--- src/rtl/vm_vend_ctrl.sv ---
// Vending controller core: per-slot stock/cost tables, coin credit
// accumulation, purchase/cancel/timeout FSM with registered pulses.
module vm_vend_ctrl #(
    parameter int NUM_ITEMS = 8,
    parameter int CNT_W     = 4,
    parameter int COST_W    = 8,
    parameter int AMT_W     = 16,
    parameter int TIMEOUT   = 512,
    localparam int IDX_W    = $clog2(NUM_ITEMS)
) (
    input  logic              clk,
    input  logic              hrst,
    input  logic              srst,
    input  logic              sup_valid,
    input  logic [IDX_W-1:0]  sup_item,
    input  logic [CNT_W-1:0]  sup_count,
    input  logic [COST_W-1:0] sup_cost,
    input  logic              coin_valid,
    input  logic [COST_W-1:0] coin_value,
    output logic              coin_ready,
    input  logic [IDX_W-1:0]  button,
    input  logic              select,
    input  logic              cancel,
    output logic [IDX_W-1:0]  product,
    output logic              product_valid,
    output logic [AMT_W-1:0]  balance,
    output logic              change_valid,
    output logic [7:0]        info,
    output logic [2:0]        status
);

    localparam int TMR_W = $clog2(TIMEOUT);
    localparam logic [TMR_W-1:0] RELOAD = TMR_W'(TIMEOUT - 1);

    localparam logic [2:0] ST_IDLE    = 3'd0;
    localparam logic [2:0] ST_COLLECT = 3'd1;
    localparam logic [2:0] ST_VENDED  = 3'd2;
    localparam logic [2:0] ST_SOLDOUT = 3'd3;
    localparam logic [2:0] ST_INSUFF  = 3'd4;
    localparam logic [2:0] ST_REFUND  = 3'd5;
    localparam logic [2:0] ST_TIMEOUT = 3'd6;

    typedef enum logic [1:0] {
        S_IDLE,
        S_COLLECT,
        S_VEND,
        S_REFUND
    } state_t;

    state_t            state_q, state_d;
    logic [CNT_W-1:0]  count_q [NUM_ITEMS];
    logic [CNT_W-1:0]  count_d [NUM_ITEMS];
    logic [COST_W-1:0] cost_q  [NUM_ITEMS];
    logic [COST_W-1:0] cost_d  [NUM_ITEMS];
    logic [AMT_W-1:0]  credit_q, credit_d;
    logic [AMT_W-1:0]  balance_q, balance_d;
    logic [TMR_W-1:0]  timer_q, timer_d;
    logic [IDX_W-1:0]  product_q, product_d;
    logic              pv_q, pv_d;
    logic              cv_q, cv_d;
    logic [7:0]        info_q, info_d;
    logic [2:0]        status_q, status_d;

    logic              coin_acc;
    logic              slot_ok;
    logic [AMT_W:0]    sum;
    logic [AMT_W-1:0]  credit_p;
    logic [AMT_W-1:0]  cost_sel;
    logic [AMT_W-1:0]  short_amt;

    assign coin_ready = (state_q == S_IDLE) || (state_q == S_COLLECT);
    assign coin_acc   = coin_valid && coin_ready;
    assign sum        = {1'b0, credit_q} + (AMT_W+1)'(coin_value);
    // Credit as seen by this cycle's decision: the coin lands first, saturating.
    assign credit_p   = !coin_acc     ? credit_q :
                        sum[AMT_W]    ? '1       : sum[AMT_W-1:0];
    assign slot_ok    = 32'(button) < 32'(NUM_ITEMS);
    assign cost_sel   = slot_ok ? AMT_W'(cost_q[button]) : '0;
    assign short_amt  = cost_sel - credit_p;

    always_comb begin
        state_d   = state_q;
        count_d   = count_q;
        cost_d    = cost_q;
        credit_d  = credit_q;
        balance_d = balance_q;
        timer_d   = timer_q;
        product_d = product_q;
        pv_d      = 1'b0;
        cv_d      = 1'b0;
        info_d    = 8'h00;
        status_d  = status_q;
        unique case (state_q)
            S_IDLE: begin
                status_d = ST_IDLE;
                if (sup_valid) begin
                    count_d[sup_item] = sup_count;
                    cost_d[sup_item]  = sup_cost;
                end
                if (coin_acc) begin
                    credit_d = AMT_W'(coin_value);
                    timer_d  = RELOAD;
                    state_d  = S_COLLECT;
                    status_d = ST_COLLECT;
                end
            end
            S_COLLECT: begin
                credit_d = credit_p;
                status_d = ST_COLLECT;
                if (coin_acc && sum[AMT_W]) begin
                    info_d = 8'hFF;
                end
                if (cancel) begin
                    cv_d      = 1'b1;
                    balance_d = credit_p;
                    credit_d  = '0;
                    state_d   = S_REFUND;
                    status_d  = ST_REFUND;
                end else if (select && (!slot_ok || count_q[button] == '0)) begin
                    info_d   = 8'(button);
                    status_d = ST_SOLDOUT;
                    timer_d  = RELOAD;
                end else if (select && credit_p < cost_sel) begin
                    info_d   = 8'(short_amt);
                    status_d = ST_INSUFF;
                    timer_d  = RELOAD;
                end else if (select) begin
                    pv_d            = 1'b1;
                    product_d       = button;
                    count_d[button] = count_q[button] - CNT_W'(1);
                    credit_d        = credit_p - cost_sel;
                    state_d         = S_VEND;
                    status_d        = ST_VENDED;
                end else if (coin_acc) begin
                    timer_d = RELOAD;
                end else if (timer_q == '0) begin
                    cv_d      = 1'b1;
                    balance_d = credit_q;
                    credit_d  = '0;
                    state_d   = S_REFUND;
                    status_d  = ST_TIMEOUT;
                end else begin
                    timer_d = timer_q - TMR_W'(1);
                end
            end
            S_VEND: begin
                if (credit_q != '0) begin
                    cv_d      = 1'b1;
                    balance_d = credit_q;
                    credit_d  = '0;
                    state_d   = S_REFUND;
                end else begin
                    state_d  = S_IDLE;
                    status_d = ST_IDLE;
                end
            end
            S_REFUND: begin
                state_d  = S_IDLE;
                status_d = ST_IDLE;
            end
            default: begin
                state_d  = S_IDLE;
                status_d = ST_IDLE;
            end
        endcase
    end

    always_ff @(posedge clk or negedge hrst) begin
        if (!hrst) begin
            state_q   <= S_IDLE;
            count_q   <= '{default: '0};
            cost_q    <= '{default: '0};
            credit_q  <= '0;
            balance_q <= '0;
            timer_q   <= '0;
            product_q <= '0;
            pv_q      <= 1'b0;
            cv_q      <= 1'b0;
            info_q    <= 8'h00;
            status_q  <= ST_IDLE;
        end else if (srst) begin
            state_q   <= S_IDLE;
            count_q   <= '{default: '0};
            cost_q    <= '{default: '0};
            credit_q  <= '0;
            balance_q <= '0;
            timer_q   <= '0;
            product_q <= '0;
            pv_q      <= 1'b0;
            cv_q      <= 1'b0;
            info_q    <= 8'h00;
            status_q  <= ST_IDLE;
        end else begin
            state_q   <= state_d;
            count_q   <= count_d;
            cost_q    <= cost_d;
            credit_q  <= credit_d;
            balance_q <= balance_d;
            timer_q   <= timer_d;
            product_q <= product_d;
            pv_q      <= pv_d;
            cv_q      <= cv_d;
            info_q    <= info_d;
            status_q  <= status_d;
        end
    end

    assign product       = product_q;
    assign product_valid = pv_q;
    assign balance       = balance_q;
    assign change_valid  = cv_q;
    assign info          = info_q;
    assign status        = status_q;

endmodule
--- config.mk ---
export PLATFORM = sky130hd
export DESIGN_NAME = vm_vend_ctrl
export DESIGN_NICKNAME = d
export VERILOG_FILES = /design/src/rtl/vm_vend_ctrl.sv
export SDC_FILE = /design/constraint.sdc
export NUM_CORES = 1
export LEC_CHECK = 0
export CAP_MARGIN = 5
export CORE_MARGIN = 2
export CORE_UTILIZATION = 36
export DETAILED_ROUTE_END_ITERATION = 10
export GPL_TIMING_DRIVEN = 0
export PLACE_DENSITY = 0.55
export SLEW_MARGIN = 20
export SYNTH_ARGS = -nofsm -noshare
export SYNTH_HDL_FRONTEND = slang
export SYNTH_SLANG_ARGS = --single-unit
--- constraint.sdc ---
create_clock -name clk -period 5.7 [get_ports clk]
set_clock_uncertainty 0.1 [all_clocks]
set_input_delay 1.14 -clock clk [delete_from_list [all_inputs] [get_ports clk]]
set_output_delay 1.14 -clock clk [all_outputs]
set_load 0.02 [all_outputs]
# Word level (Yosys, flattened, before mapping)
# Index checks and enable logic that the tools add are counted.
# Widths: inputs -> output; s select.
[word_totals]
reg_bits = 155
word_cells = 187
output_inout_bits = 33
inputBits = 33
[op_classes]
n_reduce_logical = 25
bitwise = 2
order_cmp = 5
eq_ne = 23
mux = 102
add_sub_neg = 5
[op_table]
columns = ["operator", "n"]
rows = [
  ["$mux 16", 19],
  ["$mux 32", 6],
  ["$mux 64", 3],
  ["$mux 8", 9],
  ["$mux 9", 8],
  ["$bwmux 32", 2],
  ["$bwmux 64", 1],
  ["$pmux 32 s2", 1],
  ["$pmux 16 s3", 1],
  ["$mux 3", 14],
  ["$pmux 16 s2", 1],
  ["$bmux 8 s3", 1],
  ["$demux 4 s3", 2],
  ["$demux 8 s3", 1],
  ["$ne 3x3->1 const B", 8],
  ["$mux 2", 9],
  ["$pmux 9 s2", 1],
  ["$add 16x8->17", 1],
  ["$lt 16x8->1", 1],
  ["$mux 4", 4],
  ["$ne 4x4->1 const B", 4],
  ["$reduce_bool 16->1", 1],
  ["$sub 16x8->16", 1],
  ["$mux 1", 15],
  ["other kinds (31)", 48],
]

# Logic depth before layout (Yosys ltp)
# Gate-level depths: netlist of the first run.
[depth]
ltp_word = 12
ltp_mapped = 20
depth_no_buf = 18

# Least setup slack after synthesis of the first run
# No wires, ideal clock.
[synth_path]
kind = "input to register"
start = "input coin_value[0]"
end = "register balance_q[10], in the netlist balance[10]"
n_path_buf = 4
setup_time_ns = 0.125
required_ns = 5.475
arrival_ns = 5.218
cell_stages = 20
slack_ns = 0.257
path_cell_list = "ha_1 > fa_1 > nand3_1 > a211o_1 > nand2b_1 > buf_2 > and3_1 > clkbuf_1 > nor2_1 > ha_1 > clkbuf_1 > and3_1 > o211ai_1 > o211ai_1 > o31ai_1 > o2111ai_1 > o311ai_2 > o2bb2ai_2 > buf_6 > mux2_2"
[synth_between]
elab_chain_cells = 7
word_cells_on_any_way = 10
classes_between = "add/sub (1); order compare (1); eq/ne (1); mux (5); reduce/logical (2)"
[synth_rtl]
columns = ["element", "line", "source"]
rows = [
  ["start, declared", "19", "input logic [COST_W-1:0] coin_value,"],
  ["$add 16x8->17 (*)", "73", "assign sum = {1'b0, credit_q} + (AMT_W+1)'(coin_value);"],
  ["$mux 16 (*)", "76", "sum[AMT_W] ? '1 : sum[AMT_W-1:0];"],
  ["$mux 16 (*)", "75", "assign credit_p = !coin_acc ? credit_q :"],
  ["$lt 16x8->1", "123", "end else if (select && credit_p < cost_sel) begin"],
  ["$logic_and 1x1->1", "123", ""],
  ["$ne 4x4->1 (no source line)", "n/a", ""],
  ["$reduce_and 7->1 (no source line)", "n/a", ""],
  ["end signal, assigned", "198", "balance_q <= balance_d;"],
  ["end, declared", "56", "logic [AMT_W-1:0] balance_q, balance_d;"],
]
# Every way passes the cells marked *; elsewhere a longest branch is shown, timed or not.
# A chain may end at the register's enable or synchronous reset.

# Worst setup path in the final report of the first run
[layout_path]
start = "input button[2]"
end = "register balance_q[2], in the netlist balance[2]"
[layout_between]
elab_chain_cells = 8
word_cells_on_any_way = 14
classes_between = "order compare (1); eq/ne (2); mux (6); bitwise (1); reduce/logical (4)"
[layout_rtl]
columns = ["element", "line", "source"]
rows = [
  ["start, declared", "21", "input logic [IDX_W-1:0] button,"],
  ["$not 3->4 (implied by the code) (*)", "78, 119", ""],
  ["$bmux 8 s3 / $bmux 4 s3 (equally long branches)", "78, 119", ""],
  ["$mux 8 (implied by the code) / $mux 4 (equally long branches) (2 in series)", "78, 119", ""],
  ["$lt 16x8->1 / $logic_not 4->1 (equally long branches)", "123, 119", ""],
  ["$logic_and 1x1->1, on equally long branches", "123, 119", ""],
  ["$ne 4x4->1 (no source line)", "n/a", ""],
  ["$reduce_and 7->1 (no source line) (*)", "n/a", ""],
]
# Every way passes the cells marked *; elsewhere a longest branch is shown, timed or not. The select of a mux whose other input is x is not followed.

==> results of run 1 <==
## flip-flops by register name, indices dropped and copies added, names as in the netlist, 2 cells and up
signal	cells
cost_q	64
count_q	32
balance	16
credit_q	16
timer_q	9
info	8
product	3
status	3
state_q	2
## through the flow
| stage | setup WS [ns] | cells |
|---|---|---|
| 5_1_grt | 0.00651 | 1632 |
| 3_5_place_dp | -1.96 | 1586 |
| 2_1_floorplan | 0.257 | 1152 |
| 3_3_place_gp | -3.40 | 1584 |
| 4_1_cts | 0.0000631 | 1627 |
| 6_report | 0.179 | 1632 |
## cell families after synthesis
group / Yosys count / share of synthesized area
simple gates: 391 / 0.182
flops: 155 / 0.383
compound gates: 369 / 0.245
fa+ha+maj: 26 / 0.0336
buf+inv: 106 / 0.0414
mux: 94 / 0.105
xor+xnor: 11 / 0.00952
## cells in the mapped netlist, types with 8 or more instances
cell	count	area, um2
a21oi_1	88	440
mux2i_1	31	310
a211oi_1	9	67.6
a221oi_1	11	96.3
o21ai_0	81	405
inv_1	29	109
a22oi_1	15	113
clkbuf_1	48	180
nor2_1	98	368
o211a_1	10	100
mux2_2	59	664
o2111ai_1	8	70.1
a31oi_1	11	68.8
o41ai_1	9	78.8
o22ai_1	40	250
buf_2	8	40.0
nand3_1	24	120
nor3_1	36	180
buf_1	18	67.6
ha_1	24	300
o211ai_1	16	120
dfrtp_1	155	3880
and3_1	16	100
nand2b_1	12	75.1
nand2_1	141	529
nor2b_1	11	68.8
## how the worst max path moves through the flow
| stage | startpoint | end | slack, ns | cells past startpoint |
|---|---|---|---|---|
| 5_1_grt | coin_value[0] | timer_q[8] | 0.007 | 20 |
| 3_3_place_gp | hrst | count_q[21] | -3.40 | 1 |
| 4_1_cts | button[1] | state_q[0] | 0.00006 | 15 |
| 3_5_place_dp | button[0] | count_q[14] | -1.96 | 16 |
| 2_1_floorplan | coin_value[0] | balance[10] | 0.26 | 20 |
| 6_report | button[2] | balance[2] | 0.18 | 18 |
## timing repair
action,in CTS,in global routing
buffers inserted,10,7
endpoints found under the hold margin,0,0
gates resized for setup,41,38
endpoints found under the setup margin,90,76
gates cloned,0,0
pin swaps,6,3
## layer usage
metal,GRT usage,up-vias,wire length (um)
li1,-,4475,-
met1,0.328,4871,15500
met2,0.412,385,17600
met3,0.0421,61,2200
met4,0.0777,0,821
met5,0,-,0
## placed cells by master, fill, tap and decap left out, types with 10 or more instances in the layout
cell	instances
dfrtp_1	155
nand2_1	141
nor2_1	95
a21oi_1	84
o21ai_0	71
mux2_2	59
clkdlybuf4s50_1	53
clkbuf_1	39
o22ai_1	39
nor3_1	35
mux2i_1	31
inv_1	29
nand3_1	22
ha_1	21
clkbuf_16	17
o211ai_1	16
buf_4	16
buf_1	15
and3_1	15
a22oi_1	15
nand2b_1	11
buf_2	10
o211a_1	10
a31oi_1	10
## report_power, final
part	leakage [nW]	internal, mW	switching [mW]
combinational	2.61	1.04	1.66
sequential	2.13	1.23	0.121
clock	0.286	0.623	0.555
## area by class of cell
type,count,area share
repair buffers,73,0.0596
clock inverters,14,0.0125
inverters,30,0.00926
plain buffers,73,0.0275
well taps,378,0.0389
multi-input cells,891,0.498
flip-flops and latches,155,0.319
clock buffers,18,0.0353
==> impl_results.md, run 1 <==
* Post-CTS Hold Buffers at 0
* CP Cell Sequence: clkdlybuf4s50_1 > clkbuf_4 > buf_2 > buf_2 > o21ai_0 > a221oi_2 > buf_4 > ha_1 > and3_1 > o211ai_1 > o211ai_1 > o31ai_2 > buf_4 > o2111ai_4 > o311ai_4 > o2bb2ai_4 > buf_4 > mux2_2
* R2r startpoint: state_q[0]
* Initial antenna violation count at 1
* Register area at 0.00388 mm2
* Final RePlAce weighted congestion at 0.926
* WHS Path Cells at 1
* Num CTS Buffers at 17
* Sum Neg Setup Slack at 0 ns
* Max Fclk at 181 MHz
* FFs w/ async S/R, synth at 1.00
* Setup-failing EPs final at 0
* Vias in the first global route at approximately 9400
* Initial core utilization at 0.365
* Largest net degree at the start of global routing at 95
* Setup CP Type: primary input to register
* Clock Latency Late Sink at 0.44 ns
* Worst-case clock buffer depth at 2
* WP data required at 5.92 ns
* Clock-pin slew on the worst setup and hold paths at 0.07 ns
* Nets at 1300
* Run status: complete, no violations
* Post-Syn Area at 0.0101 mm2
* Main synth FF type: dfrtp_1
* Die X at 172 um
* Flops & latches, synth at 155
* Data arrival, critical path at 5.74 ns
* Post-route cell area at between 0.01 and 0.015 mm2
* Seq/Total Area, Yosys at 0.383
* Vias/cell at 6.00
* Cell repeated most along the worst path: buf_4
* Total Routing Usage GR at 0.248
* CP max stage cell: clkdlybuf4s50_1
* Syn_nets at about 1200
* Ports at 66
* Yosys warning count at 0
* Core Area at 0.0277 mm2
* Diode count at 0
* Power after layout at 5.24 mW
* Yosys cell types at just over 80
* P&R area growth vs syn at 20.2%
* Maximum VDD drop at 0.192 mV
* Post-synth EDFFs at 0
* HP Class: register to register
* Hold Fails Final Rpt at 0
* Crit Path Max Fanout at 10
* Die Ht at 172 um
* HPWL after DPL at 26.2 mm
* Total gr overflow at 0
* Max Cap Viol at 0
* Slew @ Worst Pin at 1.09 ns
* Drt first pass iters at 7
* Slew Limit Fails at 0
* PortBufs at 54
* Reg2Reg Depth at 20
* PwrDens at approximately 430 mW/mm2
* Buf/Inv on CP at 7
* RSZ-0062 raised after global routing: no
* Worst hold path startpoint: balance[0]
* Rows at 61
* Htree depth at 4
* Starting DRC count in detailed routing at 1205
* Routed WL at 36.1 mm
* Avg WL per Cell at 22.1 um
* Crit. End Element: register
* Post-Route Utilization at 0.439
* Hold Slack at 0.404 ns
* Syn Area/Cell at 8.78 um2
* Period utilization at 0.969
* Layout cell share with drive strength beyond 1 at 0.152
* Min Tclk post-route at ~5.5 ns
* Antenna viol nets, final at 0
* Relative slew slack at 0.271
* Filler cell count at 2797
* RR Endpoint: balance[2]
* Vias at 9792
* Cell count after synthesis at approximately 1200
* Clk root buf: clkbuf_16
* First-pass GRT wire length at 55.6 mm
* Area of the multi-input gates at 0.00606 mm2
* Reg2reg setup slack at 0.62 ns
* Worst path max stage delay at 0.62 ns
* Clock sink total at around 160
* Die area at 0.0295 mm2
* Crit path launch type: primary input
* Leakage at 5.03 nW
* DR DRC count at 0
* CTS tree: done
* Family with the most delay on the worst path: buffers and inverters
* Placed inst area at 0.0112 mm2
* Hold Crit Endpoint: balance[0]
(Power assumes the default switching activity.)
==> run 2, diff against run 1 <==
HOLD_SLACK_MARGIN = 0.1   (was not set)
TNS_END_PERCENT = 1   (was not set)
==> run 2 against run 1 <==
  * Routed wire length grew 0.13%
  * Sequential power is essentially flat
  * Final area shrank 0.37%
  * Utilization shrank 0.16 points
  * Via count shrank 0.64%
  * Flip-flop and latch count is the same
  * Hold slack gained 0.0011 ns
  * Power shrank 0.53%
  * Non-clock buffer count grew 1
  * Clock-buffer cell count is the same
  * Register-to-register slack lost 0.07 ns
  * Combinational power is essentially flat
  * Largest power group unchanged
==> impl_results.md, run 2 (synthesized netlist as in run 1, its figures left out) <==
* Hold Slack at 0.405 ns (+0.00108 ns)
* Leakage at 5.03 nW (about the same)
* Commonest non-fill, non-tap cell in the layout: dfrtp_1
* Core Area at 0.0277 mm2 (unchanged)
* Routed WL at 36.1 mm (+0.13%)
* Initial antenna violation count at 1 (unchanged)
* Hold Fails Final Rpt at 0 (unchanged)
* Avg WL per Cell at 22.1 um (about the same)
* Post-CTS Hold Buffers at 0 (unchanged)
* Post-Layout Cell Count at 1633 (+0.061%)
* Total Routing Usage GR at 0.248 (unchanged)
* Total gr overflow at 0 (unchanged)
* Initial core utilization at 0.365 (unchanged)
* Vias in the first global route at 9392 (unchanged)
* RR Endpoint: balance[2]
* Worst Setup EP: balance[2]
* Largest Register: cost_q
* Largest net degree at the start of global routing at 95 (unchanged)
* Crit Path Max Fanout at 10 (unchanged)
* CTS tree: done
* Diode count at 0 (unchanged)
* First-pass GRT wire length at 55.6 mm (unchanged)
* Nets at 1301 (+0.077%)
* Die Ht at 172 um (unchanged)
* Worst-case clock buffer depth at 2 (unchanged)
* HPWL after DPL at 26.2 mm (unchanged)
* Reg2Reg Depth at 20 (unchanged)
* Ports at 66 (unchanged)
* Relative slew slack at 0.279 (+0.00751)
* Filler cell count at 2807 (+0.36%)
* Setup slack at placement at -1.96 ns (unchanged)
* Setup CP Type: primary input to register
* Crit. End Element: register
* Final WS setup at 0.112 ns (-0.0668 ns)
* PortBufs at 54 (unchanged)
* Placed Instances at 1586 (unchanged)
* Run status: complete, no violations
* Final RePlAce weighted congestion at 0.926 (unchanged)
* Clock-pin slew on the worst setup and hold paths at 0.07 ns (about the same)
* Max reg flops at 64 (unchanged)
* Layout cell share with drive strength beyond 1 at 0.149 (-0.00331)
* Min Tclk post-route at 5.59 ns (+0.0668 ns)
* Most frequent cells in the layout: dfrtp_1, nand2_1, nor2_1
* Reg2reg setup slack at 0.55 ns (-0.07 ns)
* Largest regs: cost_q: 64 flops, count_q: 32 flops
* Clock sink total at 155 (unchanged)
* Antenna viol nets, final at 0 (unchanged)
* Rows at 61 (unchanged)
* RSZ-0062 raised after global routing: yes
* R2r startpoint: state_q[0]
* Htree depth at 4 (unchanged)
* DR DRC count at 0 (unchanged)
* Sum Neg Setup Slack at 0 ns (unchanged)
* Starting DRC count in detailed routing at 1136 (-5.7%)
* Clk root buf: clkbuf_16
* Max Fclk at 179 MHz (-1.2%)
* Die area at 0.0295 mm2 (unchanged)
* Num CTS Buffers at 17 (unchanged)
* Clock Latency Late Sink at 0.44 ns (about the same)
* Die X at 172 um (unchanged)
* Vias at 9729 (-0.64%)
* PwrDens at 430 mW/mm2 (-0.16%)
* HP Class: register to register
* P&R area growth vs syn at 19.8%
* Slew @ Worst Pin at 1.07 ns (-0.0171 ns)
* Drt first pass iters at 6 (-1)
* Setup-failing EPs final at 0 (unchanged)
* Worst hold path startpoint: balance[0]
* WP data required at 5.92 ns (about the same)
* Maximum VDD drop at 0.192 mV (+0.16%)
* Crit path launch type: primary input
* Max Cap Viol at 0 (unchanged)
* Period utilization at 0.980 (+0.0117)
* Critical Path Start: button[0]
* Vias/cell at 5.96 (-0.70%)
* Slew Limit Fails at 0 (unchanged)
* Data arrival, critical path at 5.81 ns (+0.07 ns)
==> run 2: changes by cell type in the layout (fill, tap and decap cells not counted), moves of 2 or more <==
cell,previous run,this run
a21oi_2,1,3
a21oi_4,3,1
buf_6,4,2
ha_1,21,23
ha_2,3,1
==> run 2: cell type report <==
cell class / instances / area (um2) / share of cell area
buffer: 74 / 332 / 0.0274
clock inverter: 14 / 153 / 0.0126
inverter: 30 / 113 / 0.00929
sequential: 155 / 3880 / 0.320
multi-input combinational: 891 / 6020 / 0.497
clock buffer: 18 / 429 / 0.0354
timing repair buffer: 73 / 721 / 0.0595
tap: 378 / 473 / 0.0390
==> run 2: what timing repair did <==
action	CTS	global route
buffers inserted	10	7
setup endpoints to repair	90	76
hold endpoints to repair	0	0
gates resized for setup	41	27
pin swaps	6	2
==> run 2: where the power goes <==
group          total (mW)  internal [mW]  switching, mW
registers            1.35           1.23          0.121
logic                2.67           1.02           1.65
clock network        1.18          0.623          0.559
total                5.21           2.88           2.33
==> run 2: stage by stage <==
step           power [mW]  instance area [um2]   util
2_1_floorplan        3.00                10100      -
4_1_cts              5.09                12000  0.432
6_report             5.21                12100  0.437
3_3_place_gp         3.72                11100  0.402
3_5_place_dp         3.74                11200  0.403
5_1_grt              5.49                12100  0.437
==> run 2: worst max-delay path: stages <==
cell,delay [ns]
clkdlybuf4s50_1,0.51
clkbuf_4,0.27
buf_2,0.28
clkbuf_4,0.33
mux2i_1,0.30
o211ai_1,0.12
a222oi_1,0.51
ha_1,0.40
and3_1,0.21
and2_1,0.19
o31ai_2,0.06
buf_4,0.17
o2111ai_4,0.20
o311ai_4,0.38
o2bb2ai_4,0.18
buf_4,0.20
mux2_2,0.34
==> run 2: per-layer routing <==
layer	vias up	part of all wire	GRT usage
li1	4481	-	-
met1	4780	0.43	0.328
met2	400	0.48	0.412
met3	68	0.062	0.0421
met4	0	0.025	0.0777
met5	-	0	0
==> run 2: worst min path at each step <==
stage / to / cells after the start / slack [ns]
final: balance[0] / 1 / 0.41
after global routing: balance[5] / 1 / 0.42
after detailed placement: balance[9] / 1 / 0.39
after floorplan: timer_q[7] / 1 / 0.37
after global placement: count_q[16] / 1 / 0.39
after CTS: balance[9] / 1 / 0.41
